$ cat config.mk
export PLATFORM = sky130hd
export DESIGN_NAME = affinex_core
export DESIGN_NICKNAME = d
export VERILOG_FILES = /design/src/rtl/affinex_pkg.sv /design/src/rtl/affinex_mac.sv /design/src/rtl/affinex_core.sv
export SDC_FILE = /design/constraint.sdc
export NUM_CORES = 1
export LEC_CHECK = 0
export BUFFER_PORTS_ARGS = -buffer_cell sky130_fd_sc_hd__buf_2
export CORE_ASPECT_RATIO = 1.5
export CORE_UTILIZATION = 55
export DETAILED_ROUTE_END_ITERATION = 10
export PLACE_DENSITY_LB_ADDON = 0.12
export SLEW_MARGIN = 10
export SYNTH_ARGS = -nofsm -noshare
export SYNTH_HDL_FRONTEND = slang
export SYNTH_HIERARCHICAL = 1
export SYNTH_SLANG_ARGS = --single-unit
export TNS_END_PERCENT = 10
$ cat constraint.sdc
create_clock -name clk -period 10.9 [get_ports clk]
set_input_delay 1.635 -clock clk [delete_from_list [all_inputs] [get_ports clk]]
set_output_delay 1.635 -clock clk [all_outputs]
set_load 0.005 [all_outputs]
$ cat src/rtl/affinex_pkg.sv
// Shared definitions for the affinex 2D affine transform peripheral:
// register addresses, STATUS bit positions, bus width codes, FSM states,
// arithmetic widths and the partial-write merge helper.
package affinex_pkg;

  localparam int unsigned FRAC_BITS = 8;   // Q8.8 coefficients
  localparam int unsigned ACC_W     = 34;  // signed accumulator width

  localparam logic [5:0] ADDR_AB     = 6'h00;
  localparam logic [5:0] ADDR_CD     = 6'h04;
  localparam logic [5:0] ADDR_T      = 6'h08;
  localparam logic [5:0] ADDR_IN     = 6'h0C;
  localparam logic [5:0] ADDR_OUT    = 6'h10;
  localparam logic [5:0] ADDR_STATUS = 6'h14;

  localparam int unsigned ST_BUSY = 0;
  localparam int unsigned ST_DONE = 1;
  localparam int unsigned ST_OVF  = 2;
  localparam int unsigned ST_ERR  = 3;
  localparam int unsigned ST_IE   = 4;

  localparam logic [1:0] WR_BYTE  = 2'b00;
  localparam logic [1:0] WR_HALF  = 2'b01;
  localparam logic [1:0] WR_WORD  = 2'b10;
  localparam logic [1:0] BUS_IDLE = 2'b11;

  typedef enum logic [2:0] {
    S_IDLE,
    S_AX,
    S_BY,
    S_CX,
    S_DY
  } state_e;

  // Byte/half writes replace only the low bytes of a register.
  function automatic logic [31:0] merge_write(input logic [31:0] old_v,
                                             input logic [31:0] new_v,
                                             input logic [1:0]  wn);
    case (wn)
      WR_BYTE: return {old_v[31:8], new_v[7:0]};
      WR_HALF: return {old_v[31:16], new_v[15:0]};
      default: return new_v;
    endcase
  endfunction

endpackage

$ cat src/rtl/affinex_mac.sv
// Combinational multiply-accumulate step for affinex_core.
//   coef, operand : signed 16-bit multiplier inputs
//   base          : value added to the product (sign-extended offset or running acc)
//   acc           : base + coef*operand, ACC_W-bit signed
//   sat           : acc >>> FRAC_BITS clamped to signed 16 bits
//   ovf           : 1 when the clamp was applied
module affinex_mac
  import affinex_pkg::*;
(
  input  logic [15:0]      coef,
  input  logic [15:0]      operand,
  input  logic [ACC_W-1:0] base,
  output logic [ACC_W-1:0] acc,
  output logic [15:0]      sat,
  output logic             ovf
);

  localparam logic signed [ACC_W-1:0] SAT_MAX = ACC_W'(32767);
  localparam logic signed [ACC_W-1:0] SAT_MIN = -(ACC_W'(32768));

  logic signed [31:0]      prod;
  logic signed [ACC_W-1:0] shifted;

  always_comb begin
    prod    = $signed(coef) * $signed(operand);
    acc     = base + {{(ACC_W-32){prod[31]}}, prod};
    shifted = $signed(acc) >>> FRAC_BITS;
    ovf     = 1'b0;
    sat     = shifted[15:0];
    if (shifted > SAT_MAX) begin
      sat = 16'h7FFF;
      ovf = 1'b1;
    end else if (shifted < SAT_MIN) begin
      sat = 16'h8000;
      ovf = 1'b1;
    end
  end

endmodule

$ cat src/rtl/affinex_core.sv
// TinyQV peripheral computing x' = A*x + B*y + TX, y' = C*x + D*y + TY on a
// single shared multiplier, one product per cycle (4 cycles per transform).
//   clk, rst        : clock, synchronous active-high reset
//   ui_in           : unused
//   address         : byte address, word-aligned registers only
//   data_in         : write data
//   data_write_n    : 11 idle, 00 byte, 01 half, 10 word write
//   data_read_n     : 11 idle, otherwise read request held until data_ready
//   data_out        : read data while data_ready
//   data_ready      : read complete (stalled for OUT reads while busy)
//   user_interrupt  : DONE & IE
//   uo_out          : {5'b0, OVF, user_interrupt, BUSY}
module affinex_core
  import affinex_pkg::*;
(
  input  logic        clk,
  input  logic        rst,
  input  logic [7:0]  ui_in,
  input  logic [5:0]  address,
  input  logic [31:0] data_in,
  input  logic [1:0]  data_write_n,
  input  logic [1:0]  data_read_n,
  output logic [31:0] data_out,
  output logic        data_ready,
  output logic        user_interrupt,
  output logic [7:0]  uo_out
);

  state_e state_q, state_d;
  logic [31:0] ab_q, ab_d, cd_q, cd_d, t_q, t_d, in_q, in_d, out_q, out_d;
  logic [ACC_W-1:0] acc_q, acc_d;
  logic [15:0] xp_q, xp_d;
  logic done_q, done_d, ovf_q, ovf_d, err_q, err_d, ie_q, ie_d;

  logic [15:0]      mac_coef, mac_operand, mac_sat;
  logic [ACC_W-1:0] mac_base, mac_acc;
  logic             mac_ovf;
  logic             busy, wr_act, rd_act;
  logic [31:0]      rd_data;
  logic             unused_inputs;

  assign unused_inputs = ^ui_in;
  assign busy   = (state_q != S_IDLE);
  assign wr_act = (data_write_n != BUS_IDLE) && (address[1:0] == 2'b00);
  assign rd_act = (data_read_n != BUS_IDLE);

  affinex_mac u_mac (
    .coef    (mac_coef),
    .operand (mac_operand),
    .base    (mac_base),
    .acc     (mac_acc),
    .sat     (mac_sat),
    .ovf     (mac_ovf)
  );

  // Operand selection: the first step of each output loads the sign-extended
  // translation, the second accumulates onto the stored partial sum.
  always_comb begin
    mac_coef    = '0;
    mac_operand = '0;
    mac_base    = '0;
    case (state_q)
      S_AX: begin
        mac_coef = ab_q[15:0];  mac_operand = in_q[15:0];
        mac_base = {{(ACC_W-16){t_q[15]}}, t_q[15:0]};
      end
      S_BY: begin
        mac_coef = ab_q[31:16]; mac_operand = in_q[31:16]; mac_base = acc_q;
      end
      S_CX: begin
        mac_coef = cd_q[15:0];  mac_operand = in_q[15:0];
        mac_base = {{(ACC_W-16){t_q[31]}}, t_q[31:16]};
      end
      S_DY: begin
        mac_coef = cd_q[31:16]; mac_operand = in_q[31:16]; mac_base = acc_q;
      end
      default: ;
    endcase
  end

  always_comb begin
    state_d = state_q;
    ab_d = ab_q;  cd_d = cd_q;  t_d = t_q;  in_d = in_q;  out_d = out_q;
    acc_d = acc_q;  xp_d = xp_q;
    done_d = done_q;  ovf_d = ovf_q;  err_d = err_q;  ie_d = ie_q;

    // Bus writes are applied first so that FSM flag sets below win over W1C.
    if (wr_act) begin
      if (address == ADDR_STATUS) begin
        done_d = done_q & ~data_in[ST_DONE];
        ovf_d  = ovf_q  & ~data_in[ST_OVF];
        err_d  = err_q  & ~data_in[ST_ERR];
        ie_d   = data_in[ST_IE];
      end else if (address <= ADDR_OUT) begin
        if (busy) begin
          err_d = 1'b1;
        end else begin
          case (address)
            ADDR_AB: ab_d = merge_write(ab_q, data_in, data_write_n);
            ADDR_CD: cd_d = merge_write(cd_q, data_in, data_write_n);
            ADDR_T:  t_d  = merge_write(t_q, data_in, data_write_n);
            ADDR_IN: begin
              in_d = merge_write(in_q, data_in, data_write_n);
              if (data_write_n == WR_WORD) state_d = S_AX;
            end
            default: ;
          endcase
        end
      end
    end

    case (state_q)
      S_AX: begin acc_d = mac_acc; state_d = S_BY; end
      S_BY: begin
        acc_d   = mac_acc;
        xp_d    = mac_sat;
        ovf_d   = ovf_d | mac_ovf;
        state_d = S_CX;
      end
      S_CX: begin acc_d = mac_acc; state_d = S_DY; end
      S_DY: begin
        acc_d   = mac_acc;
        out_d   = {mac_sat, xp_q};
        ovf_d   = ovf_d | mac_ovf;
        done_d  = 1'b1;
        state_d = S_IDLE;
      end
      default: ;
    endcase
  end

  always_ff @(posedge clk) begin
    if (rst) begin
      state_q <= S_IDLE;
      ab_q <= '0;  cd_q <= '0;  t_q <= '0;  in_q <= '0;  out_q <= '0;
      acc_q <= '0;  xp_q <= '0;
      done_q <= 1'b0;  ovf_q <= 1'b0;  err_q <= 1'b0;  ie_q <= 1'b0;
    end else begin
      state_q <= state_d;
      ab_q <= ab_d;  cd_q <= cd_d;  t_q <= t_d;  in_q <= in_d;  out_q <= out_d;
      acc_q <= acc_d;  xp_q <= xp_d;
      done_q <= done_d;  ovf_q <= ovf_d;  err_q <= err_d;  ie_q <= ie_d;
    end
  end

  always_comb begin
    rd_data = '0;
    case (address)
      ADDR_AB:     rd_data = ab_q;
      ADDR_CD:     rd_data = cd_q;
      ADDR_T:      rd_data = t_q;
      ADDR_IN:     rd_data = in_q;
      ADDR_OUT:    rd_data = out_q;
      ADDR_STATUS: rd_data = {27'b0, ie_q, err_q, ovf_q, done_q, busy};
      default:     rd_data = '0;
    endcase
  end

  // OUT reads stall while a transform is running and complete with the new result.
  assign data_ready     = rd_act && !((address == ADDR_OUT) && busy);
  assign data_out       = data_ready ? rd_data : '0;
  assign user_interrupt = done_q & ie_q;
  assign uo_out         = {5'b0, ovf_q, user_interrupt, busy};

endmodule

==> results.toml <==
[synthesis]
synth_top_area_share = 0.241
synth_top_family_by_area = "adder cells"
muxShareOfSynthArea = 0.0788
synth-compound-area-share = 0.144
yosysSeqAreaShare = 0.198
synthFlopType = "dfxtp_1"
synth_edf_count = 0
yosysWarnings = 6
synthArstFlopShare = 0
yosys.area_share.simple = 0.163
syn-cell-area_um2 = 21900
synth_cells = 2518
synth.distinct_cells = 91
synth_fa_ha_area_frac = 0.306
synthTopCellsByArea = "fa_1, dfxtp_1, nand2_1"
synth_xor_area_frac = 0.0271
ys_ff_latch = 217
yosys.area.top_type = "fa_1"
synth.avg_cell_area_um2 = 8.69

[clock_tree]
htreeDepth = 1
clock_sinks = 217
cts_root_buf = "clkbuf_16"
clockBufferDepth = 3
clock_latency_ns = 0.52
path_clk_slew_ns = 0.07
cts_buffers = 19
cts_tree = "done"
postCtsSetupBuffers = 0
cts_resized = 0
cts-hold-fix-buffers = 0

[finish]
drive_above_1_share = 0.110
final_nets = 3013
final-seq-area_um2 = 4350
post-route-util = 0.605
multi_input_comb_area_um2 = 15800
area_growth_pct = 8.59
fill_cells = 3483
layout_commonest_cell = "nand2_1"
most-common-layout-cells = "nand2_1, inv_1, fa_1, dfxtp_1, a21oi_1"
stdcell_count = 3095

[timing]
hold_violations = 0
fin_hold_ws_ns = 0.448
tns_ns = 0
report.final.slew_viol_count = 0
tightest_slew_ns = 1.12
max_freq_ghz = 0.0965
min_period_over_period = 0.951
fin_crit_ns = 10.36
rsz0062_at_grt = "false"
skew_ns = 0.0299
maxSlewHeadroom = 0.251
setup_viol = 0

[route]
postRouteAntennaNets = 0
firstDrtPassIters = 8
drcViolationCount = 0
routed_wl_mm = 63.5
initialDrtViolationCount = 1207
drt-vias-per-instance = 5.79
num_vias = 17929
wl_per_cell_um = 20.5

[setup_path]
crit_path_end_kind = "flop"
crit_path_max_fanout = 16
crit_type = "reg2reg"
cp_slowest_cell = "fa_1"
crit_required_ns = 11.31
r2r_slack_ns = 0.54
max_stage_delay_ns = 0.52
crit_path_frequent_cell = "fa_1"
start_kind = "flop"
cp_data_arrival_time_ns = 10.77

[floorplan]
rows = 89
die_y_um = 246
coreArea_um2 = 39300
io_pins = 94
start_util = 0.557
die_w_um = 165
dieArea_um2 = 40600

[global_route]
grt_pass1_vias = 18698
grt_use_total = 0.323
grt.overflow.total = 0
antenna_found_initial = 0
grt_max_degree = 105
grt_pass1_wl_mm = 100

[place]
dpl.hpwl_mm = 49.9
dpl.cell_count = 3062
gp_congestion = 0.940
portBuffers = 80

[pwr]
peakVddDrop_uv = 134
power.leakage_nw = 12.1
power_density_nw_per_um2 = 66.3

[hold_path]
hp-class = "reg2reg"

[run_status]
status = "finished, final reports clean"

[run]
cap_violations = 0
critical path, delay by kind of cell, from the launching register on:
kind / cells / cell delay [ns]
and+or+nand+nor: 8 / 1.30
xor gates and xnor gates: 1 / 0.37
adders and majority gates: 8 / 3.51
DFF: 1 / 0.48
buffers and inverters: 7 / 0.93
AOI/OAI and AO/OA: 16 / 3.67
metal layers:
metal,vias to the layer above,global-route usage,share of wire
li1,8319,-,-
met5,-,0,0
met4,0,0.192,0.063
met2,563,0.588,0.52
met3,187,0.0293,0.045
met1,8860,0.362,0.37
cell usage after synthesis, types with 13 or more instances:
library cell	number
a21o_1	41
a21oi_1	167
a22o_1	17
a22oi_1	91
and2_1	124
buf_2	20
clkbuf_1	95
dfxtp_1	217
fa_1	263
ha_1	115
inv_1	321
mux2_2	27
mux2i_1	142
nand2_1	389
nand2b_1	16
nand3_1	19
nor2_1	157
nor2b_1	14
o21ai_0	48
xnor2_1	51
xor2_1	13
power breakdown:
group | internal (W) | switching, W | total, W
logic | 0.0000150 | 0.0000446 | 0.0000595
clock network | 0.000416 | 0.000306 | 0.000722
registers | 0.000793 | 0.000000734 | 0.000794
per-stage QoR:
step | worst slack (ns) | power (W) | cell area [um^2]
after floorplan | 1.19 | 0.000845 | 21900
after global placement | 0.309 | 0.000870 | 23100
after detailed placement | 0.152 | 0.000871 | 23100
after CTS | 0.0866 | 0.00158 | 23700
after global routing | 0.0319 | 0.00162 | 23800
final | 0.536 | 0.00158 | 23800
logic make-up after synthesis:
group	after synthesis
flip-flops	217
multiplexers	169
adder cells (fa/ha/maj)	378
XOR/XNOR	66
AO/OA/AOI/OAI	462
buffers and inverters	455
AND/OR/NAND/NOR	770
other	1
sequential cells by signal, summed over array words and instances (netlist names):
name,cells
acc_q,34
in_q,32
state_q,3
err_q,1
xp_q,16
ovf_q,1
done_q,1
cd_q,32
out_q,32
t_q,32
ie_q,1
ab_q,32
final timing paths:
check                   from         to  depth (start not counted)
setup reg to reg  state_q[2]  out_q[17]                         40
hold reg to reg      xp_q[4]   out_q[4]                          2
setup / recovery  state_q[2]  out_q[17]                         40
hold / removal       xp_q[4]   out_q[4]                          2
cell type report:
cell class                      instances  share of cell area
Clock inverter                          3             0.00290
Sequential cell                       217               0.183
Multi-Input combinational cell       1850               0.665
Timing Repair Buffer                  173              0.0470
Inverter                              322              0.0509
Clock buffer                           29              0.0245
Tap cell                              500              0.0263
Antenna cell                            1            0.000105
No activity file was read; power rests on OpenSTA's default activity.
